===== src/rtl/pe_pkg.sv =====
// Shared constants for the PE operand loader: FSM encoding, frame sizing and err bit positions.
package pe_pkg;

  localparam logic [2:0] S_IDLE = 3'd0;
  localparam logic [2:0] S_FILL = 3'd1;
  localparam logic [2:0] S_KICK = 3'd2;
  localparam logic [2:0] S_WAIT = 3'd3;
  localparam logic [2:0] S_SEND = 3'd4;

  localparam int ERR_TLAST   = 0;
  localparam int ERR_TIMEOUT = 1;

  // One frame is vector A followed by vector B.
  function automatic int frame_words(input int vector_size);
    return 2 * vector_size;
  endfunction

  localparam int FRAME_WORDS = frame_words(16);

endpackage


===== src/rtl/pe_result_slice.sv =====
// Single-entry valid/ready output register holding the PE result until the consumer takes it.
module pe_result_slice #(
  parameter int SIZE = 8
) (
  input  logic            aclk,
  input  logic            aresetn,
  input  logic            load,
  input  logic [SIZE-1:0] load_data,
  input  logic            ready,
  output logic [SIZE-1:0] data,
  output logic            valid
);

  always_ff @(posedge aclk or negedge aresetn) begin
    if (!aresetn) begin
      data  <= '0;
      valid <= 1'b0;
    end else if (load) begin
      data  <= load_data;
      valid <= 1'b1;
    end else if (valid && ready) begin
      valid <= 1'b0;
    end
  end

endmodule


===== src/rtl/pe_vec_loader.sv =====
// Streams one A/B operand frame into the PE BRAM, kicks the PE controller and returns its result.
// Optional PE_TIMEOUT_EN adds a WAIT watchdog that forces a zero result and flags err[1].
module pe_vec_loader
  import pe_pkg::*;
#(
  parameter int SIZE           = 8,
  parameter int VECTOR_SIZE    = 16,
  parameter int L_RAM_SIZE     = 4,
  parameter int TIMEOUT_CYCLES = 1024
) (
  input  logic                  aclk,
  input  logic                  aresetn,
  input  logic                  enable,
  input  logic [SIZE-1:0]       s_tdata,
  input  logic                  s_tvalid,
  output logic                  s_tready,
  input  logic                  s_tlast,
  output logic                  bram_we,
  output logic [L_RAM_SIZE:0]   bram_addr,
  output logic [SIZE-1:0]       bram_wdata,
  output logic                  pe_start,
  input  logic                  pe_done,
  input  logic [SIZE-1:0]       pe_result,
  output logic [SIZE-1:0]       m_tdata,
  output logic                  m_tvalid,
  input  logic                  m_tready,
  output logic                  busy,
  output logic [1:0]            err
);

  localparam int AW      = L_RAM_SIZE + 1;
  localparam int FRAME_N = frame_words(VECTOR_SIZE);
  localparam logic [AW-1:0] LAST_IDX = AW'(FRAME_N - 1);

  logic [2:0]      state;
  logic [AW-1:0]   cnt;
  logic            accept;
  logic            last_word;
  logic            wd_hit;
  logic            res_load;
  logic [SIZE-1:0] res_data;

  assign s_tready  = (state == S_FILL);
  assign busy      = (state != S_IDLE);
  assign accept    = s_tvalid && s_tready;
  assign last_word = (cnt == LAST_IDX);

`ifdef PE_TIMEOUT_EN
  localparam int WD_W = $clog2(TIMEOUT_CYCLES + 1);
  logic [WD_W-1:0] wd;

  // Cleared in KICK so the count starts at zero on the first WAIT cycle.
  always_ff @(posedge aclk or negedge aresetn) begin
    if (!aresetn)              wd <= '0;
    else if (state == S_KICK)  wd <= '0;
    else if (state == S_WAIT)  wd <= wd + WD_W'(1);
  end

  assign wd_hit = (state == S_WAIT) && (wd == WD_W'(TIMEOUT_CYCLES - 1));
`else
  // No watchdog: the comparison folds to zero and only keeps the parameter referenced.
  assign wd_hit = (TIMEOUT_CYCLES < 0);
`endif

  assign res_load = (state == S_WAIT) && (pe_done || wd_hit);
  assign res_data = pe_done ? pe_result : '0;

  always_ff @(posedge aclk or negedge aresetn) begin
    if (!aresetn) begin
      state      <= S_IDLE;
      cnt        <= '0;
      bram_we    <= 1'b0;
      bram_addr  <= '0;
      bram_wdata <= '0;
      pe_start   <= 1'b0;
      err        <= '0;
    end else begin
      bram_we  <= accept;
      pe_start <= 1'b0;
      if (accept) begin
        bram_addr  <= cnt;
        bram_wdata <= s_tdata;
      end
      if (res_load && !pe_done) err[ERR_TIMEOUT] <= 1'b1;
      case (state)
        S_IDLE: if (enable) state <= S_FILL;
        S_FILL: if (accept) begin
          if (last_word) begin
            cnt   <= '0;
            state <= S_KICK;
            if (!s_tlast) err[ERR_TLAST] <= 1'b1;
          end else if (s_tlast) begin
            // Short frame: restart at address 0 and keep filling.
            cnt            <= '0;
            err[ERR_TLAST] <= 1'b1;
          end else begin
            cnt <= cnt + AW'(1);
          end
        end
        // Final write commits at this edge, so the start pulse lands after it.
        S_KICK: begin
          state    <= S_WAIT;
          pe_start <= 1'b1;
        end
        S_WAIT: if (res_load) state <= S_SEND;
        S_SEND: if (m_tvalid && m_tready) state <= S_IDLE;
        default: state <= S_IDLE;
      endcase
    end
  end

  pe_result_slice #(.SIZE(SIZE)) u_slice (
    .aclk      (aclk),
    .aresetn   (aresetn),
    .load      (res_load),
    .load_data (res_data),
    .ready     (m_tready),
    .data      (m_tdata),
    .valid     (m_tvalid)
  );

endmodule


===== config.mk =====
export PLATFORM = sky130hd
export DESIGN_NAME = pe_vec_loader
export DESIGN_NICKNAME = d
export VERILOG_FILES = /design/src/rtl/pe_pkg.sv /design/src/rtl/pe_result_slice.sv /design/src/rtl/pe_vec_loader.sv
export SDC_FILE = /design/constraint.sdc
export NUM_CORES = 1
export LEC_CHECK = 0
export BUFFER_PORTS_ARGS = -buffer_cell sky130_fd_sc_hd__clkbuf_2
export CAP_MARGIN = 10
export CORE_UTILIZATION = 52
export DETAILED_ROUTE_END_ITERATION = 8
export GPL_TIMING_DRIVEN = 0
export PLACE_DENSITY_LB_ADDON = 0.08
export SETUP_SLACK_MARGIN = 0.05
export SLEW_MARGIN = 30
export SYNTH_ARGS = -nofsm -noshare
export SYNTH_HDL_FRONTEND = slang
export SYNTH_SLANG_ARGS = --single-unit

===== constraint.sdc =====
create_clock -name aclk -period 4.5 [get_ports aclk]
set_clock_uncertainty 0.05 [all_clocks]
set_input_delay 0.225 -clock aclk [delete_from_list [all_inputs] [get_ports aclk]]
set_output_delay 0.225 -clock aclk [all_outputs]
set_load 0.01 [all_outputs]

* Yosys cells after proc, flatten, opt, wreduce, memory -nomap -nowiden
Index checks and enable logic that the tools add are counted.
** Cells by class
- Equal/unequal tests :: 11
- Reductions and logical operators :: 12
- Muxes and demuxes :: 15
- Add/subtract/negate cells :: 1
** Operator list (number)
- 2-to-1 mux 3 bit :: 5
- case mux 3 bit (5 select lines) :: 1
- 2-to-1 mux 5 bit :: 2
- 2-to-1 mux 8 bit :: 1
- inequality test 2 bit, second input constant :: 4
- equality test 3 x 2 -> 1 bit, second input constant :: 2
- 2-to-1 mux 1 bit :: 6
- adder 5 x 1 -> 5 bit, second input constant :: 1
- equality test 5 bit, second input constant :: 1
- AND reduction 5 bit :: 1
- logical AND 1 bit :: 4
- inequality test 2 x 1 -> 1 bit, second input constant :: 2
- AND reduction 4 bit :: 1
- nonzero test 2 bit :: 2
- equality test 3 x 1 -> 1 bit, second input constant :: 1
- equality test 3 bit, second input constant :: 1
- logical NOT 3 bit :: 1
- nonzero test 3 bit :: 1
- AND reduction 2 bit :: 1
- logical NOT 1 bit :: 1
** Storage, ports and cells
- Output and inout bits :: 28
- Input port bits :: 23
- Register bits :: 34
- Logic and storage cells :: 49

* Depth between registers and ports, before layout
- Depth in word-level cells :: 4
- Depth in mapped cells :: 7
- Mapped depth without buffers :: 6

* Hierarchy
From an unflattened synthesis, not the netlist that was laid out.
** Unflattened totals
- Cell total of the unflattened synthesis :: 136
- Area, all modules :: 1501.4 sq um
** By module, submodules not included
- pe_vec_loader :: area each 1132.3 sq um, sequential area each 625.6 sq um, cells an instance 116, instances 1
- pe_result_slice :: area each 369.1 sq um, sequential area each 225.2 sq um, cells an instance 20, instances 1

* Least setup slack after synthesis
No wires, ideal clock.
- Path kind :: register -> register
- Start point :: reg cnt[0]
- End point :: reg cnt[3]
- Clock period less this slack :: 1.621 ns
- Required time :: 4.358 ns
- Buffers on the path :: 0
- Data arrival time :: 1.479 ns
- Path slack :: 2.879 ns
- Library setup time :: 0.092 ns
- Stages on the path, launching flop included :: 7
- Cell sequence :: dfrtp_1 > ha_1 > and3_1 > ha_1 > nor2_1 > nand2_2 > o31ai_2
** Between the ends
- Longest elaborated chain between the ends :: 3
- Elaborated cells between the ends (all ways) :: 4
- Those cells by class :: 1 x add/sub; 1 x eq/ne; 2 x mux
** Ends and longest elaborated chain
- start, declared :: line pe_vec_loader.sv:36 : logic [AW-1:0] cnt;
- start signal, assigned :: line pe_vec_loader.sv:97 : cnt <= cnt + AW'(1);
- adder 5 x 1 -> 5 bit :: line pe_vec_loader.sv:97
- 2-to-1 mux 5 bit :: line pe_vec_loader.sv:92 : end else if (s_tlast) begin
- 2-to-1 mux 5 bit (*) :: line pe_vec_loader.sv:88 : if (last_word) begin
Mark *: on every way between the ends. The rest lies on a longest branch, timed or not.
A chain may end at the register's enable or synchronous reset.

* Final worst setup path
Ends and elaborated chain as after synthesis.

==> results.txt <==
The final-stage net count came out at 212. In the post-synthesis netlist, the biggest area contributors are sky130_fd_sc_hd__dfrtp_1, sky130_fd_sc_hd__nand2_1, sky130_fd_sc_hd__mux2_1. The total routed wire length on the met1 layer came out at 1200 um. In the detailed route, the total length drawn on met3 is 153 um. Of the total power, combinational logic draws 0.113.

The worst register-to-register path ends at cnt[3]. Using the TritonRoute via totals, the vias-per-cell ratio works out to 5.01. At the worst endpoint, the arrival time is 2.03 ns. Detailed routing placed a total of 1380 um of wire on met2. The total track usage came out at 0.218. The area of all sequential standard cells came out at 851 um2.

The overall die height is 54.1 um. Hold is met by 0.0335 ns. The source of the worst hold timing path is s_tdata[7]. Of the total power, the clock network draws 0.293. The number of global-route vias before repair is 1034. The synthesized design spends more area on one cell type than any other, namely sky130_fd_sc_hd__dfrtp_1. The die is 54.1 um wide.

The detailed router placed 1082 vias in this run. The detailed router finished its first iteration with 11 violations. The residual DRC count is 0. The combined area of the multi-input logic cells is 499 um2. The final-layout setup total negative slack is 0 ns. The clock-pin transition on the worst setup and hold timing paths came out at 0.10 ns. The filler cell count is 207.

The synthesis-to-layout area growth came out at 26.6%. The run finished with clean final reports. The count of buffers from port buffering is 50.

The worst setup path is launched from a register. The tree is rooted in a sky130_fd_sc_hd__clkbuf_4. The number of cell rows came out at 18. The count of pins on the block boundary came out at 51. Of the post-synthesis cell area, the dominant cell type holds 0.602. The clock drives 34 sinks. 0 antenna diodes ended up in the layout. The post-synthesis net count came out at 153.

The net switching fraction of the power came out at 0.249. The start of the worst register-to-register path is cnt[0]. The core region is 2520 um2. After detailed routing, no signal wire sits above met4.

The number of hold violations in the final report is 0. The power density over cell area is 310 nW/um2. The count of final setup violators came out at 0. Setup repair after global routing left no endpoint under its margin. The average wire per standard cell came out at 12.7 um. The first-pass iteration count of the detailed router is 4. In this run the register-to-register setup slack is 2.66 ns. The register area share after synthesis came out at 0.602. The netlist area before placement came out at 1410 um2. The average footprint of a synthesized cell came out at 11.0 um2. The ratio of cells with drive above 1 in the final layout came out at 0.360. The ratio of final minimum period to clock period came out at 0.409. The actual transition at the worst max-transition pin is 0.482 ns. The first global-routing pass estimated 4370 um of wire. For the worst setup path, the data required time is 4.69 ns. The proportion of power drawn by flip-flops and latches is 0.594. The total CTS buffers is 5. The number of routed nets with antenna violations came out at 0. The worst vdd rail ir drop came out at 245 uV. The internal power of the cells totals 417 uW. The element type at the critical path end is a register. The placed wire-length estimate is 1950 um.

The maximum fanout along the worst path is 6. For the worst flop-to-flop path, the logic depth is 6. In the layout the commonest cells are sky130_fd_sc_hd__clkbuf_2, sky130_fd_sc_hd__nand2_1, sky130_fd_sc_hd__dfrtp_1. The leakage component of the power is 1.04 nW.

Leaving out fill and tap cells, the most frequent cell in the layout is sky130_fd_sc_hd__clkbuf_2. For this run, the number of Yosys warnings is 0. The clock latency at the later pin of the worst-skew pair is 0.32 ns. Timing would allow up to 544 MHz. The number of cells upsized or downsized after cts is 0. Synthesis handed over a netlist of 128 instances. For this configuration, the core starts out at a cell density of 0.561. The hold path depth came out at 3. In this run the tightest slew margin relative to its limit is 0.679.

Global routing finished with a remaining overflow of 0. The number of antenna violations at the first check in global routing is 0. The post-detailed-routing wire length is 2750 um. The switching power summed over all nets came out at 138 uW.

The total count of max-transition violations in the final report is 0. The number of storage elements in the synthesis netlist came out at 34. The worst-case clock buffer depth is 2. Max-cap violations in this run came to 0. In this run the worst setup path begins at cnt[0].

The worst setup path is of the register to register kind. The weighted congestion at the end of routability-driven global placement came out at 0.744. The destination of the worst hold path is bram_wdata[7]. The total number of H-tree levels came out at 2. The die covers 2930 um2. The maximum number of pins on one net before global-route repair is 35. Counting I/O delays and the setup requirement, the final critical path takes 1.84 ns.

The worst min-delay path category is input port to register. The CTS tree is done. The distinct cell type count after synthesis is 29.
==> stage by stage <==
stage	std cells	util	setup WS, ns	instance area (um2)	power, mW
finish	216	0.710	2.66	1790	0.555
CTS	215	0.699	2.65	1760	0.558
floorplan	128	-	2.88	1410	0.361
global placement	208	0.675	2.74	1700	0.391
detailed placement	208	0.675	2.69	1700	0.395
global route	216	0.710	2.55	1790	0.583
==> sequential cells by signal, indices dropped and copies added, names as in the netlist <==
register,flops
u_slice.data,8
state,3
bram_we,1
cnt,5
err,2
pe_start,1
u_slice.valid,1
bram_addr,5
bram_wdata,8
==> final cells by class <==
type | count | share of cell area
Buffer | 6 | 0.0273
Timing Repair Buffer | 52 | 0.161
Multi-Input combinational cell | 86 | 0.279
Inverter | 2 | 0.00839
Sequential cell | 34 | 0.475
Clock buffer | 6 | 0.0287
Tap cell | 30 | 0.0210
==> logic make-up after synthesis <==
logic type | share of synthesized area
AOI/OAI and AO/OA | 0.0593
xor gates and xnor gates | 0.00620
adders and majority gates | 0.0177
muxes | 0.0637
buffers and inverters | 0.0451
DFF | 0.602
and+or+nand+nor | 0.206
==> power by group through the flow <==
| stage | logic [mW] | registers [mW] | clock network [mW] |
|---|---|---|---|
| floorplan | 0.0218 | 0.339 | 0 |
| global placement | 0.0566 | 0.334 | 0 |
| detailed placement | 0.0597 | 0.336 | 0 |
| CTS | 0.0609 | 0.330 | 0.168 |
| global route | 0.0711 | 0.331 | 0.181 |
| finish | 0.0625 | 0.330 | 0.163 |
==> Yosys cell counts <==
master	count
sky130_fd_sc_hd__a211oi_1	2
sky130_fd_sc_hd__a21o_1	1
sky130_fd_sc_hd__a311oi_1	2
sky130_fd_sc_hd__a31oi_1	1
sky130_fd_sc_hd__and3_1	1
sky130_fd_sc_hd__buf_4	3
sky130_fd_sc_hd__buf_6	2
sky130_fd_sc_hd__clkbuf_1	1
sky130_fd_sc_hd__dfrtp_1	34
sky130_fd_sc_hd__ha_1	2
sky130_fd_sc_hd__inv_1	1
sky130_fd_sc_hd__inv_8	1
sky130_fd_sc_hd__mux2_1	7
sky130_fd_sc_hd__mux2_2	1
sky130_fd_sc_hd__nand2_1	48
sky130_fd_sc_hd__nand2_2	1
sky130_fd_sc_hd__nand2b_1	1
sky130_fd_sc_hd__nand3_1	3
sky130_fd_sc_hd__nand3b_1	1
sky130_fd_sc_hd__nand4b_4	1
sky130_fd_sc_hd__nand4bb_1	1
sky130_fd_sc_hd__nor2_1	1
sky130_fd_sc_hd__nor3_1	2
sky130_fd_sc_hd__nor3b_1	2
sky130_fd_sc_hd__o21ai_0	2
sky130_fd_sc_hd__o21ai_1	3
sky130_fd_sc_hd__o31ai_2	1
sky130_fd_sc_hd__or3_1	1
sky130_fd_sc_hd__xor2_1	1
==> per-layer routing <==
layer,GRT usage,up-vias
li1,-,544
met2,0.356,35
met5,0,-
met3,0.0678,4
met4,0.103,0
met1,0.259,499
==> timing repair <==
item	4_1_cts	5_1_grt
hold buffers	1	0
buffers inserted	0	0
hold endpoints to repair	34	0
==> critical path, cell delays in order, from the launching register on <==
cell,delay [ns]
sky130_fd_sc_hd__dfrtp_1,0.46
sky130_fd_sc_hd__ha_1,0.26
sky130_fd_sc_hd__and3_1,0.19
sky130_fd_sc_hd__ha_1,0.26
sky130_fd_sc_hd__nor2_1,0.23
sky130_fd_sc_hd__nand2_2,0.10
sky130_fd_sc_hd__o31ai_2,0.19
==> worst max-delay path by stage <==
stage | cells past startpoint | slack (ns) | end
CTS | 6 | 2.65 | cnt[3]
floorplan | 6 | 2.88 | cnt[3]
detailed placement | 6 | 2.69 | cnt[3]
global placement | 6 | 2.74 | cnt[3]
finish | 6 | 2.66 | cnt[3]
global route | 6 | 2.55 | cnt[3]
Power figures use the tool's default switching activity.
